**config.mk**
```make
export PLATFORM = sky130hd
export DESIGN_NAME = vend_dispense_ctrl
export DESIGN_NICKNAME = d
export VERILOG_FILES = /design/src/rtl/vend_pkg.sv /design/src/rtl/vend_rr_arbiter.sv /design/src/rtl/vend_dispense_ctrl.sv
export SDC_FILE = /design/constraint.sdc
export NUM_CORES = 1
export LEC_CHECK = 0
export ABC_AREA = 1
export CAP_MARGIN = 5
export CORE_ASPECT_RATIO = 1.4
export CORE_UTILIZATION = 55
export DETAILED_ROUTE_END_ITERATION = 8
export GPL_TIMING_DRIVEN = 0
export PLACE_DENSITY = 0.81
export SYNTH_ARGS = -nofsm -noshare
export SYNTH_HDL_FRONTEND = slang
export SYNTH_SLANG_ARGS = --single-unit
```
**constraint.sdc**
```tcl
create_clock -name i_clk -period 2.4 [get_ports i_clk]
set_input_delay 0.24 -clock i_clk [delete_from_list [all_inputs] [get_ports i_clk]]
set_output_delay 0.24 -clock i_clk [all_outputs]
set_load 0.05 [all_outputs]
```
**src/rtl/vend_pkg.sv**
```systemverilog
// rtl/vend_pkg.sv - shared constants for the vending dispense controller.
package vend_pkg;

  localparam int VEND_N_ITEMS      = 3;
  localparam int VEND_STOCK_W      = 4;
  localparam int VEND_STOCK_INIT   = 9;
  localparam int VEND_MOTOR_CYCLES = 8;
  localparam int VEND_DROP_TIMEOUT = 16;

  localparam int JELLY  = 0;
  localparam int BUBBLY = 1;
  localparam int SOUR   = 2;

  // Item codes shown on the front panel display.
  localparam logic [3:0] DISP_JELLY  = 4'd10;
  localparam logic [3:0] DISP_BUBBLY = 4'd11;
  localparam logic [3:0] DISP_SOUR   = 4'd12;

  typedef logic [2:0] state_t;
  localparam state_t ST_IDLE      = 3'd0;
  localparam state_t ST_RUN       = 3'd1;
  localparam state_t ST_WAIT_DROP = 3'd2;
  localparam state_t ST_DONE      = 3'd3;
  localparam state_t ST_FAULT     = 3'd4;

endpackage

```
**src/rtl/vend_rr_arbiter.sv**
```systemverilog
// rtl/vend_rr_arbiter.sv - N-way round-robin pick of the first eligible lane after the pointer.
module vend_rr_arbiter #(
  parameter int N     = 3,
  parameter int IDX_W = 2
) (
  input  logic [N-1:0]     i_eligible,
  input  logic [IDX_W-1:0] i_ptr,
  output logic [N-1:0]     o_onehot,
  output logic [IDX_W-1:0] o_idx,
  output logic             o_valid
);

  always_comb begin
    int lane;
    o_onehot = '0;
    o_idx    = '0;
    o_valid  = 1'b0;
    lane     = 0;
    for (int k = 1; k <= N; k++) begin
      lane = int'(i_ptr) + k;
      if (lane >= N) lane = lane - N;
      for (int i = 0; i < N; i++) begin
        if (i == lane && i_eligible[i] && !o_valid) begin
          o_valid     = 1'b1;
          o_onehot[i] = 1'b1;
          o_idx       = IDX_W'(i);
        end
      end
    end
  end

endmodule

```
**src/rtl/vend_dispense_ctrl.sv**
```systemverilog
// rtl/vend_dispense_ctrl.sv - shares one dispense motor among item lanes, tracks stock, flags jams.
module vend_dispense_ctrl
  import vend_pkg::*;
#(
  parameter  int N_ITEMS      = VEND_N_ITEMS,
  parameter  int STOCK_W      = VEND_STOCK_W,
  parameter  int STOCK_INIT   = VEND_STOCK_INIT,
  parameter  int MOTOR_CYCLES = VEND_MOTOR_CYCLES,
  parameter  int DROP_TIMEOUT = VEND_DROP_TIMEOUT,
  localparam int SEL_W        = (N_ITEMS > 1) ? $clog2(N_ITEMS) : 1
) (
  input  logic               i_clk,
  input  logic               i_rst,
  input  logic [N_ITEMS-1:0] i_req,
  input  logic               i_drop_det,
  input  logic               i_refill,
  input  logic               i_clear_fault,
  output logic [N_ITEMS-1:0] o_grant,
  output logic [N_ITEMS-1:0] o_reject,
  output logic               o_motor_en,
  output logic [SEL_W-1:0]   o_motor_sel,
  output logic               o_busy,
  output logic               o_done,
  output logic               o_fault,
  output logic [N_ITEMS-1:0] o_stock_empty
);

  localparam int CNT_MAX = (MOTOR_CYCLES > DROP_TIMEOUT) ? MOTOR_CYCLES : DROP_TIMEOUT;
  localparam int CNT_W   = $clog2(CNT_MAX + 1);

  state_t             r_state;
  logic [SEL_W-1:0]   r_ptr;
  logic [SEL_W-1:0]   r_sel;
  logic [CNT_W-1:0]   r_cnt;
  logic               r_drop_seen;
  logic [STOCK_W-1:0] r_stock [N_ITEMS];

  logic [N_ITEMS-1:0] w_empty;
  logic [N_ITEMS-1:0] w_eligible;
  logic [N_ITEMS-1:0] w_arb_onehot;
  logic [SEL_W-1:0]   w_arb_idx;
  logic               w_arb_valid;
  logic               w_idle;
  logic               w_take;

  always_comb begin
    for (int i = 0; i < N_ITEMS; i++) begin
      w_empty[i] = (r_stock[i] == '0);
    end
  end

  // Combinational request outputs are masked while reset is asserted.
  assign w_idle     = (r_state == ST_IDLE) && !i_rst;
  assign w_eligible = i_req & ~w_empty;
  assign w_take     = w_idle && !i_refill && w_arb_valid;

  vend_rr_arbiter #(
    .N     (N_ITEMS),
    .IDX_W (SEL_W)
  ) u_arb (
    .i_eligible (w_eligible),
    .i_ptr      (r_ptr),
    .o_onehot   (w_arb_onehot),
    .o_idx      (w_arb_idx),
    .o_valid    (w_arb_valid)
  );

  assign o_grant       = w_take ? w_arb_onehot : '0;
  assign o_reject      = w_idle ? (i_req & w_empty) : '0;
  assign o_motor_en    = (r_state == ST_RUN);
  assign o_motor_sel   = r_sel;
  assign o_busy        = (r_state != ST_IDLE);
  assign o_done        = (r_state == ST_DONE);
  assign o_fault       = (r_state == ST_FAULT);
  assign o_stock_empty = w_empty;

  always_ff @(posedge i_clk) begin
    if (i_rst) begin
      r_state     <= ST_IDLE;
      r_ptr       <= SEL_W'(N_ITEMS - 1);
      r_sel       <= '0;
      r_cnt       <= '0;
      r_drop_seen <= 1'b0;
      for (int i = 0; i < N_ITEMS; i++) begin
        r_stock[i] <= STOCK_W'(STOCK_INIT);
      end
    end else begin
      case (r_state)
        ST_IDLE: begin
          if (i_refill) begin
            for (int i = 0; i < N_ITEMS; i++) begin
              r_stock[i] <= STOCK_W'(STOCK_INIT);
            end
          end else if (w_take) begin
            r_sel       <= w_arb_idx;
            r_ptr       <= w_arb_idx;
            r_cnt       <= CNT_W'(MOTOR_CYCLES - 1);
            r_drop_seen <= 1'b0;
            r_state     <= ST_RUN;
          end
        end
        ST_RUN: begin
          if (i_drop_det) r_drop_seen <= 1'b1;
          if (r_cnt == '0) begin
            r_cnt   <= CNT_W'(DROP_TIMEOUT - 1);
            r_state <= ST_WAIT_DROP;
          end else begin
            r_cnt <= r_cnt - CNT_W'(1);
          end
        end
        ST_WAIT_DROP: begin
          if (i_drop_det || r_drop_seen) begin
            r_state <= ST_DONE;
          end else if (r_cnt == '0) begin
            r_state <= ST_FAULT;
          end else begin
            r_cnt <= r_cnt - CNT_W'(1);
          end
        end
        ST_DONE: begin
          for (int i = 0; i < N_ITEMS; i++) begin
            if (i == int'(r_sel) && r_stock[i] != '0) begin
              r_stock[i] <= r_stock[i] - STOCK_W'(1);
            end
          end
          r_state <= ST_IDLE;
        end
        ST_FAULT: begin
          if (i_clear_fault) r_state <= ST_IDLE;
        end
        default: r_state <= ST_IDLE;
      endcase
    end
  end

endmodule
```
======== After elaboration in Yosys (flattened, before gate mapping) ========
Memories as Yosys holds them, arrays and structs flattened.
Index checks and enable logic that the tools add are counted.
word-level totals
  flip-flop bits (word level) ............. 13
  memory bits (writable) .................. 12
  input bits .............................. 8
  output and inout bits ................... 15
  logic and storage cells ................. 173
  memories kept ........................... 1
operators by class
  $add $sub $neg .......................... 10
  magnitude comparators ................... 3
  equal/unequal tests ..................... 20
  mux-type cells .......................... 71
  bitwise operators ....................... 10
  reductions and logical operators ........ 53
memory list
  memory   depth  bits a word  rd ports  clocked after Yosys merged registers in  wr ports  RTL line                  text
  r_stock  3      4            3         0                                        3         vend_dispense_ctrl.sv:36  logic [STOCK_W-1:0] r_stock [N_ITEMS];
operator list
  cell                   number
  $eq 2x32->1 const A    3
  $eq 3x32->1 const A    3
  $ge 32x3->1 const B    3
  $logic_not 32->1       3
  $mux 32                3
  $sub 32x3->32 const B  3
  $mux 1                 39
  $mux 5                 5
  $mux 3                 8
  $mux 4                 6
  $logic_and 1x1->1      23
  $pmux 5 s3             1
  $mux 2                 7
  $logic_not 4->1        3
  $ne 2x2->1 const B     6
  $pmux 3 s4             1
  $reduce_bool 4->1      3
  $sub 4x1->4 const B    3
  $logic_not 1->1        10
  $reduce_and 5->1       2
  $add 2x2->3 const B    2
  $and 3x3->3            2
  $eq 3x2->1 const B     2
  $or 1x1->1             6
  other kinds (18)       20

======== Logic depth before layout (Yosys ltp) ========
Gate-level depths: netlist of run 1.
  depth in word-level cells ............... 34
  depth in mapped cells ................... 15
  gate-level depth less buffers ........... 15

======== Hierarchy ========
A second synthesis of run 1 with hierarchy kept.
second synthesis, totals
  cells, all modules ...................... 257
  area, all modules ....................... 1764.2 µm²
by module, submodules not included
  module              times used  cells an instance  area each (µm²)  sequential area each (µm²)
  vend_dispense_ctrl  1           219                1537.7           600.6
  vend_rr_arbiter     1           38                 226.5            0.0

======== Least setup slack after synthesis of run 1 ========
OpenSTA, ideal clock, no wires.
  path type ............................... reg2reg
  start ................................... register r_state[1]
  end ..................................... memory r_stock[0][3] (netlist bit) (data pin)
  library setup time ...................... 0.255 ns
  arrival ................................. 2.372 ns
  required time ........................... 2.145 ns
  slack ................................... -0.227 ns
  cell stages (with the launch flop) ...... 7
  buffers on the path ..................... 1
  period minus slack after synthesis ...... 2.627 ns
  cell sequence ........................... dfxtp_1 inv_1 nor3_1 nand4_1 nand3_1 buf_4 nand2_1
RTL lines
  what                      RTL line                   text
  start: declaration        vend_dispense_ctrl.sv:31   state_t r_state;
  start signal: assignment  vend_dispense_ctrl.sv:79   r_state <= ST_IDLE;
  start signal: assignment  vend_dispense_ctrl.sv:99   r_state <= ST_RUN;
  start signal: assignment  vend_dispense_ctrl.sv:106  r_state <= ST_WAIT_DROP;
  end: declaration          vend_dispense_ctrl.sv:36

==> summary.txt, run 1 <==
GRT
  – Largest net degree at the start of global routing: 15
  – Grt total ovfl: 0
  – Vias in the first global route: 1508
  – First-pass GRT wire length: 6.20 mm
  – Tot GR Track Use: 23.2%
  – Initial antenna violation count: 0

Timing
  – Slew @ Worst Pin: 502 ps
  – WHS: 484 ps
  – Relative slew slack: 66.4%
  – Crit path time final: 2290 ps
  – Setup TNS: 0 ps
  – Fin worst setup slack: 110 ps
  – FMAX: 0.437 GHz
  – Clock skew: 1.13 ps
  – Final hold vios: 0
  – Final Setup Violations: 0
  – Final Cycle Share: 95.4%
  – Slew Viols, Final: 0

Placed design
  – Port bufs: 22
  – Post-place setup slack: -481 ps
  – Post-Place Cells: 297
  – Gp weighted congestion: 0.810
  – Final HPWL DP: 2.76 mm

Route
  – Drt pass-1 iters: 4
  – Remaining DRCs: 0
  – Antenna viol nets, final: 0
  – Final wirelength: 3.98 mm
  – Initial detailed-routing violation count: 44
  – DR vias: 1616
  – Drt via density: 5.16
  – Routed len/inst: 12.7 um

Yosys
  – Mapped Cells: 236
  – Mean Syn Cell Area: 7.49 um2
  – Synth top area share: 20.4%
  – Part of the Yosys area used for sequential elements: 34.0%
  – Yosys cell types: 33
  – Post-Syn Area: 0.00177 mm2
  – Area leader, netlist: edfxtp_1
  – Syn_nets: 254
  – Synth top area cells: edfxtp_1 20%, dfxtp_1 14%, inv_1 10%
  – Count of yosys warnings during synthesis: 0
  – Yosys reg bits: 24

Min path
  – Hold Crit Depth: 2
  – Hold wc startpoint: r_cnt[0]
  – Hold WC Path Type: reg2reg
  – Hold Crit Endpoint: r_cnt[0]

Floorplan
  – Die ar.: 0.00345 mm2
  – Core Region: 0.00309 mm2
  – Initial core utilization: 57.2%
  – IO Pins: 23
  – Die height: 69.1 um
  – Die width: 49.9 um
  – # rows: 24

Worst setup path
  – Max stage delay cell, worst path: edfxtp_1
  – CP bufs+invs: 3
  – Worst Setup End Kind: primary output
  – CP max FO: 6
  – R2R cell count: 14
  – RR Startpoint: r_stock[0][0]
  – Most numerous cell on the critical path: nand2_4
  – Worst path top cell family by delay: simple AND/OR/NAND/NOR gates
  – Crit Path Class: reg2out
  – FF-to-FF End: r_drop_seen
  – Crit path required time: 2160 ps
  – Slowest stage delay, CP: 420 ps
  – Worst R2R Setup Slack: 400 ps
  – CP arrival: 2050 ps
  – Levels on crit path: 11
  – Crit path cell chain: inv_2, ha_4, nand2_4, nand3_4, nand2_4, nor2_4, nand2_4, o31ai_4, inv_1, a21oi_2, buf_6
  – CP startpoint kind: flop

Pwr
  – Power Internal: 0.000933 W
  – P per Cell Area: 636 mW/mm2
  – VDD IR max: 690 uV
  – Sw Share: 36.8%
  – Reg power frac: 35.7%
  – Pleak: 1.14 nW
  – Clock Power Share: 24.1%
  – Switching power: 0.000542 W
  – Comb pwr share: 40.2%

Run status
  – Outcome: complete, no violations

Clocking
  – Clk sink count: 24
  – Hold Buf Count CTS: 0
  – CTS tree: yes
  – Root buf cell: clkbuf_8
  – CTS buffer count: 3
  – Clk_lat worst skew: 270 ps
  – CTS clk-pin slew, worst paths: 80 ps
  – Max clock buf depth: 2
  – H-tree depth reported by CTS: 1

Finish
  – Area Growth Syn to Fin: 31.2%
  – Fin nets: 293
  – Final Util: 75.0%
  – N_diodes: 0
  – Final Non-Filler Cells: 313
  – Layout cell share with drive strength beyond 1: 24.8%

Run
  – Maximum capacitance violations: 0
[synth_stat cells]
cell type / count
ha_1: 10
a211oi_4: 1
nand2_2: 2
a221oi_1: 1
buf_4: 3
nand4_1: 5
nand3_1: 21
nand2_1: 37
xor2_1: 4
nand2_4: 5
nand4_2: 1
inv_2: 1
nor2_1: 31
nand3b_1: 1
o21ai_0: 7
inv_1: 49
xnor2_1: 1
nand3_4: 1
a211oi_1: 1
dfxtp_1: 12
nor3_1: 4
buf_6: 1
a31oi_1: 2
o31ai_1: 1
nor3_4: 2
edfxtp_1: 12
o21bai_1: 1
nor2_4: 2
nand3_2: 2
o22ai_1: 1
nor2_2: 5
a21oi_1: 8
nor3b_1: 1
[worst register-to-register path, cell delays in order (launching register included)]
cell and delay, ps:
edfxtp_1 420, inv_2 100, ha_4 140, nand2_4 80, nand3_4 90, nand2_4 60
nor2_4 150, nand4_2 100, nor2_2 130, nand3_2 90, nand2_4 150, nand2_4 60
buf_6 140, a21oi_1 150, nor2_1 50
[final cells by class]
class / count / area (um2)
Multi-Input combinational cell: 158 / 1060
Fill cell: 244 / 773
Sequential cell: 24 / 606
Timing Repair Buffer: 34 / 309
Inverter: 50 / 188
Tap cell: 39 / 48.8
Clock buffer: 3 / 41.3
Buffer: 4 / 33.8
Clock inverter: 1 / 30.0
[cell usage in the layout, fill, tap and decap left out, types with 2 or more instances in the layout]
cell,n
o21ai_0,7
xor2_1,4
nand3_4,2
clkbuf_8,3
nor3_2,2
nand2_1,36
buf_4,16
inv_2,8
buf_6,3
nand4_1,5
clkdlybuf4s50_1,15
nor2_2,7
nor3_1,2
dlygate4sd2_1,3
nor2_4,2
nor3_4,2
nand2_4,7
edfxtp_1,12
nor2_1,29
a21oi_1,7
inv_1,42
nand3_1,21
ha_1,6
ha_4,4
dfxtp_1,10
[worst max path at each step]
stage	slack [ps]	from	endpoint
floorplan	180	r_stock[0][4]	r_ptr[1]
global placement	-430	r_ptr[0]	o_grant[1]
detailed placement	-480	r_ptr[0]	o_grant[1]
CTS	-30	r_ptr[0]	o_grant[1]
global route	-20	r_stock[0][8]	o_grant[2]
finish	110	r_stock[0][0]	o_grant[2]
[kinds of logic after synthesis]
kind of cell    count (synthesis)  synth area share [%]
compound gates                 23                  8.21
xor+xnor                        5                  2.48
fa+ha+maj                      10                  7.08
buf+inv                        54                  12.5
flops                          24                  34.0
simple gates                  120                  35.7
[per-stage QoR]
step | total power, W | instance area (um2)
2_1_floorplan | 0.000939 | 1800
3_3_place_gp | 0.00105 | 2060
3_5_place_dp | 0.00106 | 2060
4_1_cts | 0.00142 | 2140
5_1_grt | 0.00156 | 2320
6_report | 0.00148 | 2320
[repair_timing]
action,in CTS,in global routing
hold endpoints to repair,0,0
setup endpoints to repair,6,4
pin swaps,1,7
gates resized for setup,24,25
buffers inserted,1,11
[registers in the layout, indices dropped and copies added, names as in the netlist]
signal       count
r_drop_seen      1
r_stock         12
r_state          3
r_cnt            5
r_ptr            2
o_motor_sel      1
[metal layers]
layer  part of all wire (%)  vias up  GRT usage, %
met4                    2.4        0          11.4
met3                    1.8        9          1.77
met1                     42      746          25.1
li1                       -      830             -
met5                      0        -             0
met2                     54       31          43.2
[power by group through the flow]
stage	Clock (W)	Sequential, W	Combinational, W
2_1_floorplan	0	0.000532	0.000407
3_3_place_gp	0	0.000530	0.000519
3_5_place_dp	0	0.000532	0.000530
4_1_cts	0.000358	0.000524	0.000539
5_1_grt	0.000372	0.000533	0.000655
6_report	0.000355	0.000527	0.000593
No activity file was read; power rests on OpenSTA's default activity.
==> run 2, diff against run 1 <==
Settings changed: CAP_MARGIN 5 to 30.
==> results of run 2 <==
Same layout as run 1: the final DEF is identical, and so are final timing and power.
